[src/rtl/ro_edge_counter.sv]
// Ring-oscillator edge counter: enables the oscillator, lets it settle, then counts
// synchronized rising edges over a fixed window and reports the count with a done pulse.
module ro_edge_counter #(
    parameter int unsigned SETTLE_CYCLES = 16,
    parameter int unsigned WINDOW_CYCLES = 1024,
    parameter int unsigned COUNT_WIDTH   = 16
) (
    input  logic                   clk,
    input  logic                   rst,
    input  logic                   start,
    input  logic                   abort,
    input  logic                   ro_in,
    output logic                   ro_enable,
    output logic                   busy,
    output logic                   done,
    output logic [COUNT_WIDTH-1:0] count,
    output logic                   overflow
);

    localparam int unsigned MAX_CYC = (SETTLE_CYCLES > WINDOW_CYCLES) ? SETTLE_CYCLES
                                                                      : WINDOW_CYCLES;
    localparam int unsigned CYC_W   = ($clog2(MAX_CYC) < 1) ? 1 : $clog2(MAX_CYC);

    localparam logic [CYC_W-1:0]       SETTLE_LOAD = CYC_W'(SETTLE_CYCLES - 1);
    localparam logic [CYC_W-1:0]       WINDOW_LOAD = CYC_W'(WINDOW_CYCLES - 1);
    localparam logic [COUNT_WIDTH-1:0] EDGE_MAX    = '1;

    typedef enum logic [1:0] {
        StIdle,
        StSettle,
        StMeasure,
        StDone
    } state_e;

    state_e                 state_q, state_d;
    logic [2:0]             sync_q, sync_d;
    logic [CYC_W-1:0]       cyc_q, cyc_d;
    logic [COUNT_WIDTH-1:0] edge_q, edge_d;
    logic                   sat_q, sat_d;
    logic [COUNT_WIDTH-1:0] count_q, count_d;
    logic                   ovf_q, ovf_d;
    logic                   rise;

    // sync_q[1:0] is the 2-FF synchronizer, sync_q[2] the delayed copy for edge detection.
    assign sync_d = {sync_q[1:0], ro_in};
    assign rise   = sync_q[1] & ~sync_q[2];

    always_comb begin
        state_d = state_q;
        cyc_d   = cyc_q;
        edge_d  = edge_q;
        sat_d   = sat_q;
        count_d = count_q;
        ovf_d   = ovf_q;
        unique case (state_q)
            StIdle: begin
                if (start) begin
                    state_d = StSettle;
                    cyc_d   = SETTLE_LOAD;
                    edge_d  = '0;
                    sat_d   = 1'b0;
                end
            end
            StSettle: begin
                if (abort) begin
                    state_d = StIdle;
                end else if (cyc_q == '0) begin
                    state_d = StMeasure;
                    cyc_d   = WINDOW_LOAD;
                end else begin
                    cyc_d = cyc_q - CYC_W'(1);
                end
            end
            StMeasure: begin
                if (rise) begin
                    if (edge_q == EDGE_MAX) begin
                        sat_d = 1'b1;
                    end else begin
                        edge_d = edge_q + COUNT_WIDTH'(1);
                    end
                end
                if (abort) begin
                    state_d = StIdle;
                end else if (cyc_q == '0) begin
                    // Latch on entry to DONE so the result is valid alongside the done pulse.
                    state_d = StDone;
                    count_d = edge_d;
                    ovf_d   = sat_d;
                end else begin
                    cyc_d = cyc_q - CYC_W'(1);
                end
            end
            StDone: begin
                state_d = StIdle;
            end
            default: begin
                state_d = StIdle;
            end
        endcase
    end

    always_ff @(posedge clk or posedge rst) begin
        if (rst) begin
            state_q <= StIdle;
            sync_q  <= '0;
            cyc_q   <= '0;
            edge_q  <= '0;
            sat_q   <= 1'b0;
            count_q <= '0;
            ovf_q   <= 1'b0;
        end else begin
            state_q <= state_d;
            sync_q  <= sync_d;
            cyc_q   <= cyc_d;
            edge_q  <= edge_d;
            sat_q   <= sat_d;
            count_q <= count_d;
            ovf_q   <= ovf_d;
        end
    end

    assign ro_enable = (state_q == StSettle) || (state_q == StMeasure);
    assign busy      = (state_q != StIdle);
    assign done      = (state_q == StDone);
    assign count     = count_q;
    assign overflow  = ovf_q;

endmodule

[config.mk]
export PLATFORM = sky130hd
export DESIGN_NAME = ro_edge_counter
export DESIGN_NICKNAME = d
export VERILOG_FILES = /design/src/rtl/ro_edge_counter.sv
export SDC_FILE = /design/constraint.sdc
export NUM_CORES = 1
export LEC_CHECK = 0
export CAP_MARGIN = 20
export CORE_ASPECT_RATIO = 1.75
export CORE_MARGIN = 2
export CORE_UTILIZATION = 55
export DETAILED_ROUTE_END_ITERATION = 8
export DONT_BUFFER_PORTS = 1
export PLACE_DENSITY = 0.7
export SYNTH_ARGS = -nofsm -noshare
export SYNTH_HDL_FRONTEND = slang
export SYNTH_SLANG_ARGS = --single-unit
[constraint.sdc]
create_clock -name clk -period 2.8 [get_ports clk]
set_input_delay 0.56 -clock clk [delete_from_list [all_inputs] [get_ports clk]]
set_output_delay 0.56 -clock clk [all_outputs]
set_load 0.05 [all_outputs]
# Word level (Yosys, flattened, before mapping)
# Index checks and enable logic that the tools add are counted.
dict set report word_totals {
  register_bits 49
  in_bits 5
  output_inout_bits 20
  word_cells 52
}
dict set report classes {
  n_addsub 2
  n_eq_ne 10
  mux 20
  n_bitwise 3
  n_reduce_logical 10
}
# operator n
set op_table {}
lappend op_table {{10-bit two-way mux} 5}
lappend op_table {{16-bit two-way mux} 3}
lappend op_table {{16-bit case mux with 2 select lines} 1}
lappend op_table {{10-bit case mux with 3 select lines} 1}
lappend op_table {{16-bit by 1-bit adder with 16-bit output, second input constant} 1}
lappend op_table {{16-bit equality test, second input constant} 1}
lappend op_table {{10-bit logical NOT} 1}
lappend op_table {{2-bit two-way mux} 5}
lappend op_table {{10-bit by 1-bit subtractor with 10-bit output, second input constant} 1}
lappend op_table {{2-bit != test, second input constant} 4}
lappend op_table {{2-bit case mux with 4 select lines} 1}
lappend op_table {{3-bit != test, second input constant} 2}
lappend op_table {{3-bit AND reduction} 2}
lappend op_table {{5-bit AND reduction} 1}
lappend op_table {{2-bit equality test, second input constant} 2}
lappend op_table {{2-bit nonzero test} 2}
lappend op_table {{1-bit two-way mux} 3}
lappend op_table {{3-bit nonzero test} 1}
lappend op_table {{2-bit by 1-bit equality test with 1-bit output, second input constant} 1}
lappend op_table {{2-bit logical NOT} 1}
lappend op_table {{1-bit NOT} 2}
lappend op_table {{1-bit case mux with 2 select lines} 1}
lappend op_table {{2-bit AND reduction} 1}
lappend op_table {{1-bit bitwise AND} 1}
lappend op_table {{1-bit logical OR} 1}

# Logic depth before layout (Yosys ltp)
# Gate-level depths: netlist of the first run.
dict set report depth {
  ltp_word 4
  ltp_mapped 9
  mapped_depth_nobuf 7
}

# Worst setup path before layout of the first run
# OpenSTA, ideal clock, no wires.
dict set report synth_timing {
  path_kind {register to register}
  start {reg state_q[0]}
  end {reg cyc_q[6]}
  setup_time_ps 110
  t_arrival_ps 1967
  required_time_ps 2690
  slack_ps 723
  stages_incl_launch_ff 9
  path_buffers 1
  synth_period_minus_slack_ps 2077
  path_cell_list {dfrtp_1 -> inv_1 -> ha_1 -> clkbuf_1 -> nor2_2 -> o211ai_1 -> a21o_2 -> or2_2 -> o41ai_1}
}
dict set report synth_via {
  elab_chain_cells 3
  elab_cells_between_ends 10
  classes_between {eq/ne: 6; mux: 1; reduce/logical: 3}
}
# element line
set synth_lines {}
lappend synth_lines {{from (decl)} 35} ;# state_e state_q, state_d;
lappend synth_lines {{from (signal assigned)} 104} ;# state_q <= StIdle;
lappend synth_lines {{from (signal assigned)} 112} ;# state_q <= state_d;
lappend synth_lines {{2-bit equality test, or another cell as far along} 55} ;# unique case (state_q)
lappend synth_lines {{2-bit != test (no line) or 3-bit nonzero test (tied branches)} --}
lappend synth_lines {{5-bit AND reduction (no line)} --}
lappend synth_lines {{to (signal assigned)} 114} ;# cyc_q <= cyc_d;
lappend synth_lines {{to (decl)} 37} ;# logic [CYC_W-1:0] cyc_q, cyc_d;
# Parallel ways exist; a longest one is shown, timed or not.
# A chain may end at the register's enable or synchronous reset.

# Worst setup path after layout of the first run
dict set report layout_timing {
  start {reg cyc_q[0]}
  end {reg count_q[15], in the netlist count[15]}
}
dict set report layout_via {
  elab_chain_cells 2
}
# element line
set layout_lines {}
lappend layout_lines {{10-bit logical NOT} 84} ;# end else if (cyc_q == '0) begin
lappend layout_lines {{3-bit AND reduction (no line)} --}
lappend layout_lines {{to (signal assigned)} 117} ;# count_q <= count_d;
lappend layout_lines {{to (decl)} 40} ;# logic [COUNT_WIDTH-1:0] count_q, count_d;
# Every way passes these cells.

==> results by group, run 1 <==
STA
  • Post-layout worst setup margin: 0.5053 ns
  • Slew HR: 53.22%
  • Setup Skew: 0.01216 ns
  • Fin crit period: 2.295 ns
  • Max Fclk: 0.4358 GHz
  • Final hold vios: 0
  • Slew Viols, Final: 0
  • Setup tns final: 0 ns
  • Worst slew pin tran: 0.6944 ns
  • Final-report setup violation count: 0
  • Period utilization: 81.95%
  • RSZ-0062 raised after global routing: no
  • Min Hold Slack: 0.1476 ns

Detailed routing
  • Post-DR vias/cell: 6.051
  • DR vias: 2130
  • Final WL: 5.691 mm
  • Pre-antenna DRT Iters: 4
  • DRC marker count from the first detailed-route iteration: 42
  • Antenna viol nets, final: 0
  • Routed WL per cell: 16.17 um
  • Residual DRC count: 0

Clock tree
  • CTS tree: yes
  • Hold buffer count at cts: 0
  • Root buffer cell: clkbuf_8
  • CTS buffer count: 5
  • Resized cells post-CTS: 0
  • Post-CTS Setup Inserts: 0
  • Worst-Skew Late Latency: 0.30 ns
  • Clock Tree Buf Depth: 2
  • Number of clock sinks: 49
  • Clock-pin slew on the worst setup and hold paths: 0.09 ns
  • H-Tree Level Count: 2

Critical path
  • CP arrival: 2.48 ns
  • Crit-path cells: inv_1, ha_1, or4b_1, nor3_1, nand3_1, nor2_1, a21oi_1
  • Worst path top cell family by delay: simple AND/OR/NAND/NOR gates
  • Critical Path RT: 2.98 ns
  • Crit-path max cell delay: 0.54 ns
  • CP Max Fanout: 15
  • Startpoint Class: flip-flop
  • Crit path capture type: flip-flop
  • WS Path Type: flip-flop to flip-flop
  • Cell count of the worst reg-to-reg path: 7
  • Stages on worst setup path: 7
  • Crit path buf inv count: 1
  • Crit-path slowest cell: or4b_1

Floorplanning
  • Core Box Area: 4707 um2
  • Ports: 25
  • DIE AREA: 5484 um2
  • Rows: 33
  • Starting Density: 57.10%
  • DIE HEIGHT: 96.48 um
  • Chip Width: 56.84 um

Pwr
  • PwrDens: 589.8 nW/um2
  • Peak VDD IR: 454.8 uV
  • Leak: 1.194 nW

Synth
  • Ys Warns: 0
  • Synth area leaders: dfrtp_1 (46%), o21ai_0 (6.5%), nand2_1 (5.0%)
  • Async SR Flop Fraction: 100.0%
  • Syn_nets: 312
  • Flip-flop and latch count after synthesis: 49
  • Leading area contributor after synthesis: dfrtp_1
  • Post-synth top flop: dfrtp_1
  • Mapped cell area: 2688 um2
  • Register area share after synthesis: 45.62%
  • Synth top cells by count: dfrtp_1 (49), nand2_1 (36), o21ai_0 (35)
  • EDFF count, synth: 0
  • Mapped Cells: 301
  • Syn_area_per_cell: 8.929 um2
  • Top cell type's share of synthesized area: 45.62%
  • Most common cell in the netlist: dfrtp_1
  • Distinct cell type count after synthesis: 50

Global route
  • Number of global-route vias before repair: 2096
  • Remaining Overflow, GRT: 0
  • First-pass GRT wire length: 9.563 mm
  • Initial antenna violation count: 0
  • Largest net degree at the start of global routing: 28
  • Gr usage total: 22.22%

Layout
  • Antenna Cells: 0
  • Layout Nets: 310
  • Util after Layout: 60.05%
  • Layout cells sized above 1: 9.333%
  • Cell area after layout: 2826 um2
  • Layout area overhead: 5.168%

Place
  • Placed Instance Area: 2725 um2
  • Place WS: 0.4642 ns
  • Placer Congestion: 0.8378
  • HPWL after detailed placement: 4.282 mm
  • IO buf count: 0

Hold path
  • Worst hold-check path type: primary input to asynchronous set/reset pin

Outcome
  • Status: finished, final reports clean

Job
  • Max-capacitance violation count: 0
[metrics by stage]
stage               power [mW]  instances
detailed placement       1.226        344
finish                   1.667        352
floorplan                1.126        301
global placement         1.219        344
global route             1.762        352
CTS                      1.680        352
[state kept, by name, indices dropped and copies added (netlist names)]
| signal | cells |
|---|---|
| state_q | 2 |
| overflow | 1 |
| count | 16 |
| edge_q | 16 |
| sat_q | 1 |
| sync_q | 3 |
| cyc_q | 10 |
[worst reg2reg max path, cell delays in order (launching register included)]
cell and delay (ns):
dfrtp_1 0.40, inv_1 0.08, ha_1 0.21, or4b_1 0.54, nor3_1 0.17, nand3_1 0.42
nor2_1 0.27, a21oi_1 0.09
[report_power, final]
group          switching (mW)  internal, mW  total (mW)
logic                   0.280         0.133       0.414
clock network           0.232         0.224       0.456
registers              0.0502         0.747       0.797
total                   0.563          1.10        1.67
[cell usage in the layout, fill, tap and decap left out, types with 5 or more instances in the layout]
cell and instances:
dfrtp_1 49, nand2_1 36, o21ai_0 35, nor2_1 21, a21oi_1 21, nor3_1 13, inv_1 10, nand3_1 10
a31oi_1 10, xnor2_1 9, clkbuf_8 7, ha_1 6, buf_4 6, nor4_1 5, nand4_1 5
[logic make-up (layout without fill, tap and decap cells)]
kind of cell,after synthesis,count (layout),share of synthesized area (%)
simple gates,118,118,23.09
xor+xnor,13,13,4.237
buf+inv,26,25,4.237
mux,3,3,1.210
compound gates,86,86,18.81
fa+ha+maj,6,6,2.793
flops,49,49,45.62
[path summary, 6_finish.rpt]
path,slack (ns),from,endpoint
worst min-delay path,0.15,rst,count[11]
worst max-delay path,0.51,cyc_q[0],count[15]
worst min register to register,0.36,sync_q[0],sync_q[1]
min in group clk,0.29,ro_in,sync_q[0]
max in group asynchronous,1.92,rst,edge_q[13]
worst max register to register,0.51,cyc_q[0],count[15]
[routing by layer]
| metal | vias up | GRT usage, % | wire length, um |
|---|---|---|---|
| li1 | 1070 | - | - |
| met1 | 1018 | 23.29 | 2246 |
| met2 | 34 | 43.99 | 3208 |
| met3 | 8 | 3.329 | 137 |
| met4 | 0 | 7.946 | 98 |
| met5 | - | 0 | 0 |
[final cells by class]
cell class / count / area (um2)
clock buffers: 7 / 96.34
clock inverters: 1 / 5.005
fillers: 439 / 1881
inverters: 11 / 41.29
multi-input cells: 226 / 1348
flip-flops and latches: 49 / 1226
well taps: 52 / 65.06
repair buffers: 6 / 45.04
Note: power is estimated with default switching activity, not from simulation.
==> run 2, diff against run 1 <==
PLACE_DENSITY = 0.73   (was 0.7)
clock period = 1.9 ns   (was 2.8 ns; I/O delays follow)
==> run 2 against run 1 <==
  * The run now ends with hold timing, setup timing left
  * Sequential cell count unchanged
  * Sequential share of layout area decreased by 7.9 points
  * Via count is 18% higher
  * Count of clock-buffer cells in the layout unchanged
  * Routed wire length is 26% higher
  * Non-clock buffer count up 60
  * Global-route usage rose by 4.3 points
  * Register-to-register slack worse by 0.55 ns
  * Largest cell class unchanged
==> results by group, run 2 (synthesis gave the netlist of run 1 again) <==
Outcome
  • Status: finished, violations left
  • Failing checks: hold timing, setup timing

Layout
  • Antenna Cells: 0
  • Util after Layout: 73.47%
  • Layout cells sized above 1: 30.75%
  • Most common cell after layout, fill and taps aside: buf_4
  • Layout Nets: 371
  • Layout fillers: 349
  • Commonest cells after routing, fill and taps aside: buf_4 (60), dfrtp_1 (49), nand2_1 (36), nor2_1 (21), a21oi_1 (19)
  • Layout area overhead: 28.68%

STA
  • Final-report setup violation count: 12
  • Final hold vios: 24
  • Post-layout worst setup margin: -0.04806 ns
  • Slew HR: 64.07%
  • Setup Skew: 0.003948 ns
  • Fin crit period: 1.948 ns
  • Worst slew pin tran: 0.5382 ns
  • Max Fclk: 0.5133 GHz
  • Slew Viols, Final: 0
  • Min Hold Slack: -0.009367 ns
  • RSZ-0062 raised after global routing: yes
  • Period utilization: 102.5%

Detailed routing
  • Final WL: 7.156 mm
  • DRC marker count from the first detailed-route iteration: 74
  • DR vias: 2516
  • Residual DRC count: 0
  • Routed WL per cell: 17.33 um
  • Pre-antenna DRT Iters: 4
  • Antenna viol nets, final: 0
  • Post-DR vias/cell: 6.092

Critical path
  • Cell count of the worst reg-to-reg path: 7
  • Critical Path RT: 2.10 ns
  • Startpoint Class: flip-flop
  • CP Max Fanout: 6
  • RR Endpoint: cyc_q[8]
  • CP arrival: 2.15 ns
  • Worst reg2reg path startpoint: cyc_q[0]
  • Crit-path cells: inv_2, ha_4, or4b_4, nor3_4, a21o_4, or2_4, o21ai_1
  • Critical path destination: cyc_q[8]
  • Crit path capture type: flip-flop
  • Crit-path max cell delay: 0.51 ns
  • Reg2reg setup slack: -0.05 ns
  • WS Path Type: flip-flop to flip-flop
  • Worst Setup SP: cyc_q[0]
  • Crit-path slowest cell: or4b_4

Floorplanning
  • Chip Width: 56.84 um
  • Rows: 33
  • Core Box Area: 4707 um2
  • DIE AREA: 5484 um2
  • Starting Density: 57.10%
  • Ports: 25
  • DIE HEIGHT: 96.48 um

Global route
  • Remaining Overflow, GRT: 0
  • First-pass GRT wire length: 11.27 mm
  • Initial antenna violation count: 0
  • Gr usage total: 26.48%
  • Largest net degree at the start of global routing: 26
  • Number of global-route vias before repair: 2521

Clock tree
  • CTS tree: yes
  • Number of clock sinks: 49
  • CTS buffer count: 5
  • Worst-Skew Late Latency: 0.31 ns
  • Root buffer cell: clkbuf_8
  • Clock-pin slew on the worst setup and hold paths: 0.09 ns
  • Clock Tree Buf Depth: 2
  • Hold buffer count at cts: 0
  • H-Tree Level Count: 2

Place
  • HPWL after detailed placement: 4.920 mm
  • Placer Congestion: 0.8636
  • IO buf count: 0

Pwr
  • PwrDens: 838.0 nW/um2
  • Leak: 1.533 nW
  • Peak VDD IR: 781.5 uV
  • Tot Pwr: 2.898 mW

Job
  • Max-capacitance violation count: 0

Hold path
  • Worst hold-check path type: primary input to asynchronous set/reset pin
## run 2: cell types whose count changed in the layout (fill, tap and decap cells not counted), sizes merged
| cell | change |
|---|---|
| a21o | +1 |
| buf | +60 |
## run 2: how the worst min path moves through the flow
stage | end | from | cells past startpoint
final | sync_q[0] | rst | 1
after global routing | sync_q[0] | rst | 1
after CTS | sync_q[0] | rst | 1
after detailed placement | sync_q[0] | rst | 1
after global placement | sync_q[0] | rst | 1
after floorplan | sync_q[1] | sync_q[0] | 0
## run 2: stage by stage
stage / instances / TNS, ns / worst slack (ns) / instance area, um2
floorplan: 301 / -0.04722 / -0.01329 / 2773
global placement: 393 / -0.3942 / -0.05771 / 3168
detailed placement: 393 / -0.9604 / -0.1111 / 3168
CTS: 405 / 0 / 0.0003668 / 3326
global route: 413 / -1.747 / -0.09361 / 3458
finish: 413 / -0.4244 / -0.04806 / 3458
## run 2: final cells by class
type	instances	area, um2	share of cell area (%)
Inverter	11	41.29	1.194
Clock buffer	7	96.34	2.786
Sequential cell	49	1226	35.46
Clock inverter	1	5.005	0.1447
Tap cell	52	65.06	1.881
Timing Repair Buffer	66	526.8	15.23
Multi-Input combinational cell	227	1498	43.31
## run 2: where the power goes
group	internal, mW	leakage [nW]	switching [mW]
combinational	0.461	0.820	0.555
sequential	1.10	0.659	0.0951
clock	0.330	0.0542	0.356
## run 2: critical path: cells and delay by family, from the launching register on
family | cells | cell delay, ns
AO/OA/AOI/OAI | 2 | 0.28
adder cells (fa/ha/maj) | 1 | 0.14
buffers and inverters | 1 | 0.09
flip-flops | 1 | 0.41
AND/OR/NAND/NOR | 3 | 0.91
## run 2: metal layers
layer / vias to the layer above / wire length [um] / global-route usage [%] / part of all wire, %
met5: - / 0 / 0 / 0
met4: 0 / 232 / 11.82 / 3.2
met3: 22 / 298 / 3.862 / 4.2
met2: 75 / 4143 / 52.91 / 58
met1: 1224 / 2482 / 26.38 / 35
li1: 1195 / - / - / -
## run 2: repair_timing
action | in CTS | in global routing
pin swaps | 2 | 13
resized for setup | 7 | 26
cloned | 1 | 1
endpoints found under the setup margin | 27 | 34
setup buffers | 3 | 7
